## src/rtl/core_inst_seq.sv

```systemverilog
// Instruction sequencer for one convolution layer: it produces the registered
// 50-bit inst word that drives core through weight, activation, execute and OFIFO phases.
module core_inst_seq #(
  parameter int unsigned COL      = 8,
  parameter int unsigned LEN_NIJ  = 16,
  parameter int unsigned LEN_ONIJ = 16,
  parameter int unsigned LEN_KIJ  = 9,
  parameter logic [10:0] ACT_BASE = 11'h000,
  parameter logic [10:0] WGT_BASE = 11'h400,
  parameter int unsigned GAP      = 10
) (
  input  logic        clk,
  input  logic        reset,
  input  logic        start,
  input  logic        ofifo_valid,
  input  logic        l0_ready,
  output logic [49:0] inst,
  output logic        busy,
  output logic        done,
  output logic [3:0]  kij_idx
);

  localparam int unsigned CNT_MAX = (COL > LEN_NIJ) ? ((COL > GAP) ? COL : GAP)
                                                    : ((LEN_NIJ > GAP) ? LEN_NIJ : GAP);
  localparam int unsigned CNT_W   = $clog2(CNT_MAX + 1);
  localparam int unsigned ON_W    = $clog2(LEN_ONIJ + 1);
  localparam int unsigned KIJ_W   = 4;
  localparam logic [49:0] IDLE_INST = 50'h1_8001_0018_0000;

  typedef struct packed {
    logic        acc;
    logic        cen_pmem;
    logic        wen_pmem;
    logic [13:0] a_pmem;
    logic        cen1_xmem;
    logic [10:0] a1_xmem;
    logic        cen0_xmem;
    logic        wen0_xmem;
    logic [10:0] a0_xmem;
    logic        ofifo_rd;
    logic        ififo_wr;
    logic        ififo_rd;
    logic        l0_rd;
    logic        l0_wr;
    logic        mode;
    logic        execute;
    logic        load;
  } inst_t;

  typedef enum logic [2:0] {
    S_IDLE, S_W_WAIT, S_W_L0, S_A_EXEC, S_DRAIN, S_GAP, S_O_RD, S_FIN
  } state_t;

  state_t            state_q, state_d;
  logic [CNT_W-1:0]  cnt_q, cnt_d;
  logic [ON_W-1:0]   rd_cnt_q, rd_cnt_d;
  logic [ON_W-1:0]   wr_cnt_q, wr_cnt_d;
  logic              pend_q, pend_d;
  logic [KIJ_W-1:0]  kij_q, kij_d;

  inst_t             inst_q, inst_d;
  logic              busy_q, busy_d;
  logic              done_q, done_d;
  logic [KIJ_W-1:0]  kij_idx_q, kij_idx_d;

  logic              rd_fire;
  logic              last_wr;

  // An OFIFO read is issued only while reads remain; its pmem write follows a cycle later.
  assign rd_fire = (state_q == S_O_RD) && ofifo_valid && (rd_cnt_q < ON_W'(LEN_ONIJ));
  assign last_wr = pend_q && (wr_cnt_q == ON_W'(LEN_ONIJ - 1));

  // State and counter register
  always_ff @(posedge clk) begin
    if (reset) begin
      state_q  <= S_IDLE;
      cnt_q    <= '0;
      rd_cnt_q <= '0;
      wr_cnt_q <= '0;
      pend_q   <= 1'b0;
      kij_q    <= '0;
    end else begin
      state_q  <= state_d;
      cnt_q    <= cnt_d;
      rd_cnt_q <= rd_cnt_d;
      wr_cnt_q <= wr_cnt_d;
      pend_q   <= pend_d;
      kij_q    <= kij_d;
    end
  end

  // Next-state and counter logic
  always_comb begin
    state_d  = state_q;
    cnt_d    = cnt_q;
    rd_cnt_d = rd_cnt_q;
    wr_cnt_d = wr_cnt_q;
    pend_d   = 1'b0;
    kij_d    = kij_q;
    case (state_q)
      S_IDLE: if (start) begin
        state_d = S_W_WAIT;
        cnt_d   = '0;
        kij_d   = '0;
      end
      S_W_WAIT: if (l0_ready) begin
        state_d = S_W_L0;
        cnt_d   = '0;
      end
      S_W_L0: if (cnt_q == CNT_W'(COL)) begin
        state_d = S_A_EXEC;
        cnt_d   = '0;
      end else cnt_d = cnt_q + CNT_W'(1);
      S_A_EXEC: if (cnt_q == CNT_W'(LEN_NIJ)) begin
        state_d = S_DRAIN;
        cnt_d   = '0;
      end else cnt_d = cnt_q + CNT_W'(1);
      S_DRAIN: if (cnt_q == CNT_W'(COL - 1)) begin
        state_d = S_GAP;
        cnt_d   = '0;
      end else cnt_d = cnt_q + CNT_W'(1);
      S_GAP: if (cnt_q == CNT_W'(GAP - 1)) begin
        state_d  = S_O_RD;
        cnt_d    = '0;
        rd_cnt_d = '0;
        wr_cnt_d = '0;
      end else cnt_d = cnt_q + CNT_W'(1);
      S_O_RD: begin
        pend_d = rd_fire;
        if (rd_fire) rd_cnt_d = rd_cnt_q + ON_W'(1);
        if (pend_q)  wr_cnt_d = wr_cnt_q + ON_W'(1);
        if (last_wr) begin
          if (kij_q == KIJ_W'(LEN_KIJ - 1)) state_d = S_FIN;
          else begin
            state_d = S_W_WAIT;
            kij_d   = kij_q + KIJ_W'(1);
          end
        end
      end
      S_FIN: begin
        state_d = S_IDLE;
        kij_d   = '0;
      end
      default: state_d = S_IDLE;
    endcase
  end

  // Output decode; every value decided here lands on the outputs next cycle
  always_comb begin
    inst_d    = IDLE_INST;
    busy_d    = (state_d != S_IDLE);
    done_d    = (state_q == S_FIN);
    kij_idx_d = (state_q == S_FIN) ? '0 : kij_q;
    case (state_q)
      S_W_L0: begin
        inst_d.l0_wr = (cnt_q != '0);
        if (cnt_q < CNT_W'(COL)) begin
          inst_d.cen0_xmem = 1'b0;
          inst_d.a0_xmem   = WGT_BASE + 11'(kij_q) * 11'(COL) + 11'(cnt_q);
        end
      end
      S_A_EXEC: begin
        inst_d.l0_wr   = (cnt_q != '0);
        inst_d.l0_rd   = (cnt_q != '0);
        inst_d.load    = (cnt_q != '0) && (cnt_q <= CNT_W'(COL));
        inst_d.execute = (cnt_q > CNT_W'(COL));
        if (cnt_q < CNT_W'(LEN_NIJ)) begin
          inst_d.cen0_xmem = 1'b0;
          inst_d.a0_xmem   = ACT_BASE + 11'(cnt_q);
        end
      end
      S_DRAIN: begin
        inst_d.l0_rd   = 1'b1;
        inst_d.execute = 1'b1;
      end
      S_O_RD: begin
        inst_d.ofifo_rd = rd_fire;
        if (pend_q) begin
          inst_d.cen_pmem = 1'b0;
          inst_d.wen_pmem = 1'b0;
          inst_d.a_pmem   = 14'(kij_q) * 14'(LEN_ONIJ) + 14'(wr_cnt_q);
        end
      end
      default: ;
    endcase
  end

  // Output register
  always_ff @(posedge clk) begin
    if (reset) begin
      inst_q    <= IDLE_INST;
      busy_q    <= 1'b0;
      done_q    <= 1'b0;
      kij_idx_q <= '0;
    end else begin
      inst_q    <= inst_d;
      busy_q    <= busy_d;
      done_q    <= done_d;
      kij_idx_q <= kij_idx_d;
    end
  end

  assign inst    = inst_q;
  assign busy    = busy_q;
  assign done    = done_q;
  assign kij_idx = kij_idx_q;

endmodule

```

## config.mk

```make
export PLATFORM = sky130hd
export DESIGN_NAME = core_inst_seq
export DESIGN_NICKNAME = d
export VERILOG_FILES = /design/src/rtl/core_inst_seq.sv
export SDC_FILE = /design/constraint.sdc
export NUM_CORES = 1
export LEC_CHECK = 0
export ABC_AREA = 1
export CORE_AREA = 4 4 84 78
export CTS_CLUSTER_SIZE = 24
export DETAILED_ROUTE_END_ITERATION = 7
export DIE_AREA = 0 0 88 82
export PLACE_DENSITY = 0.83
export SYNTH_ARGS = -nofsm -noshare
export SYNTH_HDL_FRONTEND = slang
export SYNTH_SLANG_ARGS = --single-unit
```

## constraint.sdc

```tcl
create_clock -name clk -period 1.9 [get_ports clk]
set_clock_uncertainty 0.05 [all_clocks]
set_input_delay 0.38 -clock clk [delete_from_list [all_inputs] [get_ports clk]]
set_output_delay 0.38 -clock clk [all_outputs]
set_load 0.05 [all_outputs]
```

Yosys cells after proc, flatten, opt, wreduce, memory -nomap -nowiden

Cells that the tools add are included.

Output and inout port bits: 56
Logic and storage cells: 116
Memories kept: 0
Memory bits (read-only): 0
RAM bits: 0
Register bits after elaboration: 78
Latch bits: 0
Bits of input ports: 5

Bitwise logic cells: 4
Multiply operators: 0
Muxes and demuxes: 35
Shifts and indexed selects: 0
Reductions and logical operators: 20
Magnitude comparators: 5
Eq/ne operators: 20
Divide/modulo/power cells: 0
$add $sub $neg: 7

Operators with widths:

| kind                                                             | count |
|---|---|
| 5-bit two-way mux                                                | 10 |
| 5-bit one-hot mux with 6 select lines                            | 1 |
| 3-bit two-way mux                                                | 8 |
| 3-bit one-hot mux with 8 select lines                            | 1 |
| 11-bit one-hot mux with 2 select lines                           | 1 |
| 5-bit one-hot mux with 2 select lines                            | 2 |
| 16-bit two-way mux                                               | 1 |
| 5-bit by 1-bit adder with 5-bit output (second input constant)   | 3 |
| 5-bit by 4-bit == test with 1-bit output (second input constant) | 3 |
| 2-bit inequality test (second input constant)                    | 7 |
| 3-bit == test (second input constant)                            | 4 |
| 4-bit two-way mux                                                | 3 |
| 4-bit one-hot mux with 3 select lines                            | 1 |
| 11-bit by 5-bit adder with 11-bit output                         | 1 |
| 11-bit by 7-bit adder with 11-bit output (first input constant)  | 1 |
| 11-bit two-way mux                                               | 1 |
| 5-bit less-than comparator (second input constant)               | 2 |
| 2-bit OR reduction                                               | 5 |
| 8-bit by 5-bit adder with 9-bit output                           | 1 |
| 3-bit AND reduction                                              | 3 |
| 3-bit by 2-bit == test with 1-bit output (second input constant) | 2 |
| 1-bit one-hot mux with 2 select lines                            | 3 |
| 3-bit nonzero test                                               | 2 |
| 6-bit nonzero test                                               | 1 |
| 16 further kinds                                                 | 24 |

Logic depth before layout (Yosys ltp)

Depth in word-level cells: 5
Mapped depth: 14
Mapped depth without buffers: 14

Worst setup path before layout

Ideal clock, no wire load.

Kind: register to register
Start: register state_q[2]
End: register busy_q, in the netlist busy
Period minus slack after synthesis: 1602 ps
Arrival time: 1439 ps
Setup time: 113 ps
Buffers on the path: 1
Data required time: 1737 ps
Stages on the path, launching flop included: 14
Path slack: 298 ps
Cells stage by stage: dfxtp_1 > inv_2 > buf_6 > ha_1 > inv_1 > nand2_1 > nor2_1 > nand2_2 > inv_1 > nand3_1 > nand2_1 > nand2_1 > nand2_1 > nand2_1

Longest elaborated chain between the ends: 3
Elaborated cells on any way between the ends: 17

Ends and longest elaborated chain:

| element                                     | RTL line | RTL |
|---|---|---|
| start: declaration                          | 54       | `state_t state_q, state_d;` |
| start signal: assignment                    | 83       | `state_q <= state_d;` |
| 3-bit == test, or another cell as far along | 100      | `case (state_q)` |
| 3-bit one-hot mux with 8 select lines (*)   | 100      |  |
| 3-bit nonzero test (*)                      | 151      | `busy_d = (state_d != S_IDLE);` |
| end signal: assignment                      | 197      | `busy_q <= busy_d;` |
| end: declaration                            | 62       | `logic busy_q, busy_d;` |

Mark *: on every way between the ends. The rest lies on a longest branch, timed or not.
A chain may end at the register's enable or synchronous reset.

Worst setup path after layout

Start: register inst_q (netlist bit inst[11])
End: output port inst[11]

RTL lines:

| element                  | RTL line | RTL |
|---|---|---|
| start: declaration       | 61       | `inst_t inst_q, inst_d;` |
| start signal: assignment | 196      | `inst_q <= inst_d;` |
| end: declaration         | 17       | `output logic [49:0] inst,` |

No word-level cell between the ends.

==> flow_summary_export.csv <==
group,metric,value,unit
run_status,outcome,"completed",
floorplanning,core_area,5630,sq um
power,p_leak,1.51,nW
synthesis,synth_edf_count,0,
synthesis,synth_seq_cells,53,
clocking,post_cts_buffers,0,
synthesis,syn_inst,355,
floorplanning,start_util,48.9,%
setup_path,critPathKind,"reg2out",
clocking,ctsRootBufferMaster,"clkbuf_8",
synthesis,async_flop_share,0,%
setup_path,arrival,1.43,ns
grt,grt_antenna_before_repair,0,
setup_path,path_max_fanout,1,
synthesis,ys_seq_area_share,38.5,%
setup_path,endpoint_kind,"output port",
timing,rsz0062_at_grt,"false",
synthesis,synth_simple_gate_area_share,27.4,%
timing,min_period,1.86,ns
run,cap_violations,0,
route,final_antenna_net_count,0,
timing,slew_violations,0,
clocking,clk-insertion-delay-late,0.31,ns
min_path,hold_path_class,"reg2reg",
grt,grt_use_total,15.6,%
finish,fin_area,3180,sq um
grt,grt_pass1_wl,8990,um
synthesis,syn_area,2750,sq um
route,routed_wl,5580,um
finish,drive_above_1_share,16.9,%
clocking,htree_levels,2,
timing,tightest_slew,0.532,ns
clocking,clock_sinks,53,
finish,nets,418,
setup_path,cp-start-kind,"flip-flop",
grt,overflow,0,
floorplanning,rows,26,
finish,area_growth,15.6,%
finish,antenna_cells,0,
synthesis,synth_top_family_by_area,"simple AND/OR/NAND/NOR gates",
route,vias,2261,
clocking,numCtsBuffers,5,
timing,clock.fmax,537,MHz
synthesis,yosysUniqueCellTypes,35,
setup_path,required,1.47,ns
placed_design,port_buffers,36,
placed_design,dp.final_hpwl,4360,um
synthesis,ys_top_cells_by_area,"dfxtp_1 39%, nand2_1 7.6%, buf_4 7.4%, ha_1 7.3%, nor2_1 6.1%",
synthesis,yosys.area_share.adder,8.00,%
floorplanning,die_w,88,um
clocking,cts_hold_buf,0,
synthesis,synthFlopType,"dfxtp_1",
synthesis,synth.area.mux_share,0,%
placed_design,globalplace.congestion,0.913,
route,route.detailed.drc,0,
timing,hold_violations,0,
timing,finalSetupViolCount,0,
timing,period_share,98.0,%
timing,max-slew-margin-rel,64.5,%
setup_path,worst-path-buf-inv,1,
synthesis,synth_xor_area_share,2.86,%
power,max-vdd-ir-drop,395,uV
route,drtIter0Drc,141,
synthesis,synth_compound_area_share,7.50,%
setup_path,cp_top_family,"buffers and inverters",
setup_path,critical_path.max_stage_delay,0.81,ns
route,wl_per_cell,11.9,um
clocking,clk_path_buf_depth,2,
placed_design,place_area,3080,sq um
synthesis,syn_avg_cell_area,7.76,sq um
route,routed_via_density,4.84,
setup_path,cp_slowest_cell,"clkdlybuf4s50_1",
synthesis,yosysTopAreaCellShare,38.5,%
clocking,clkTransAtPathRegs,0.09,ns
grt,grt_max_degree,17,
floorplanning,die_area,7220,sq um
power,power_density,675,nW/um^2
synthesis,yosysWarnings,0,
timing,fin_tns_setup,0,ns
finish,fillers,508,
floorplanning,die_h,82,um
route,dr.pass1.iters,4,
synthesis,yosys.area.top_type,"dfxtp_1",
setup_path,worstPathCellList,"clkdlybuf4s50_1",
floorplanning,num_io_pins,61,
grt,grt_pass1_vias,2038,
clocking,cts_tree,"built",
-- cells by family (layout without fill, tap and decap cells) --
family,Yosys count,in the layout
AO/OA/AOI/OAI,37,37
XOR/XNOR,9,9
adder cells (fa/ha/maj),17,17
buffers and inverters,82,102
flip-flops,53,53
other,2,24
AND/OR/NAND/NOR,155,155
-- layer usage --
layer	GRT usage, %	vias to the layer above	wire (um)
met5	0	-	0
met4	4.60	0	43
li1	-	1144	-
met3	3.21	4	408
met2	27.5	88	2690
met1	19.0	1025	2440
-- timing repair --
action	4_1_cts	5_1_grt
gates resized for setup	0	8
endpoints found under the setup margin	0	7
endpoints found under the hold margin	0	0
-- sequential cells by signal, indices dropped and copies added, names as in the netlist --
name	cells
busy	1
cnt_q	5
done	1
inst	25
kij_idx	4
kij_q	4
rd_cnt_q	5
state_q	3
wr_cnt_q	5
-- path summary, 6_finish.rpt --
path / slack, ns / from / to / cells after the start
worst max-delay path: 0.04 / inst[11] / inst[11] / 1
worst min-delay path: 0.44 / kij_q[1] / kij_idx[1] / 2
worst max register to register: 0.17 / wr_cnt_q[1] / kij_q[2] / 12
worst min register to register: 0.44 / kij_q[1] / kij_idx[1] / 2
-- synth_stat cells, drive strengths merged, types with 7 or more instances --
master	count
ha	16
o21ai	12
buf	30
dfxtp	53
nand3	24
xor2	7
nor3	13
nor2	46
a21oi	22
inv	49
nand2	64
-- cells in the final DEF, fill, tap and decap left out, types with 2 or more instances in the layout --
cell              n
clkdlybuf4s50_1  20
ha_1             15
xnor2_1           2
dlymetal6s2s_1    3
nand3_2           5
dfxtp_1          52
clkbuf_8          5
nor2_1           45
and3_1            2
inv_1            37
a21oi_1          21
o21ai_0           5
buf_4            22
nand2_2           7
nand3_1          19
o21ai_1           6
xor2_1            7
conb_1           24
inv_2            12
nor3_1            9
nor3_2            3
nand4_1           2
nand2_1          56
-- where the power goes --
group          switching (mW)  internal [mW]  total [mW]
logic                   0.267         0.0840       0.351
registers              0.0277           1.13        1.16
clock network           0.376          0.264       0.639
total                   0.671           1.48        2.15
-- layout make-up --
type | count | area [sq um] | area share, %
clock inverters | 2 | 13.8 | 0.432
clock buffers | 6 | 72.6 | 2.28
flip-flops and latches | 53 | 1060 | 33.4
repair buffers | 45 | 403 | 12.7
well taps | 70 | 87.6 | 2.75
multi-input cells | 242 | 1360 | 42.8
inverters | 49 | 184 | 5.78
-- metrics by stage --
step | setup WS (ns) | instances | hold slack (ns) | total power [mW] | utilization (%)
3_5_place_dp | 0.163 | 459 | 0.419 | 1.53 | 54.7
3_3_place_gp | 0.208 | 459 | 0.404 | 1.53 | 54.7
2_1_floorplan | 0.298 | 377 | 0.393 | 1.50 | -
6_report | 0.0376 | 467 | 0.438 | 2.15 | 56.6
5_1_grt | 0.00107 | 467 | 0.456 | 2.23 | 56.6
4_1_cts | 0.0140 | 467 | 0.435 | 2.15 | 56.2
Power figures use the tool's default switching activity.
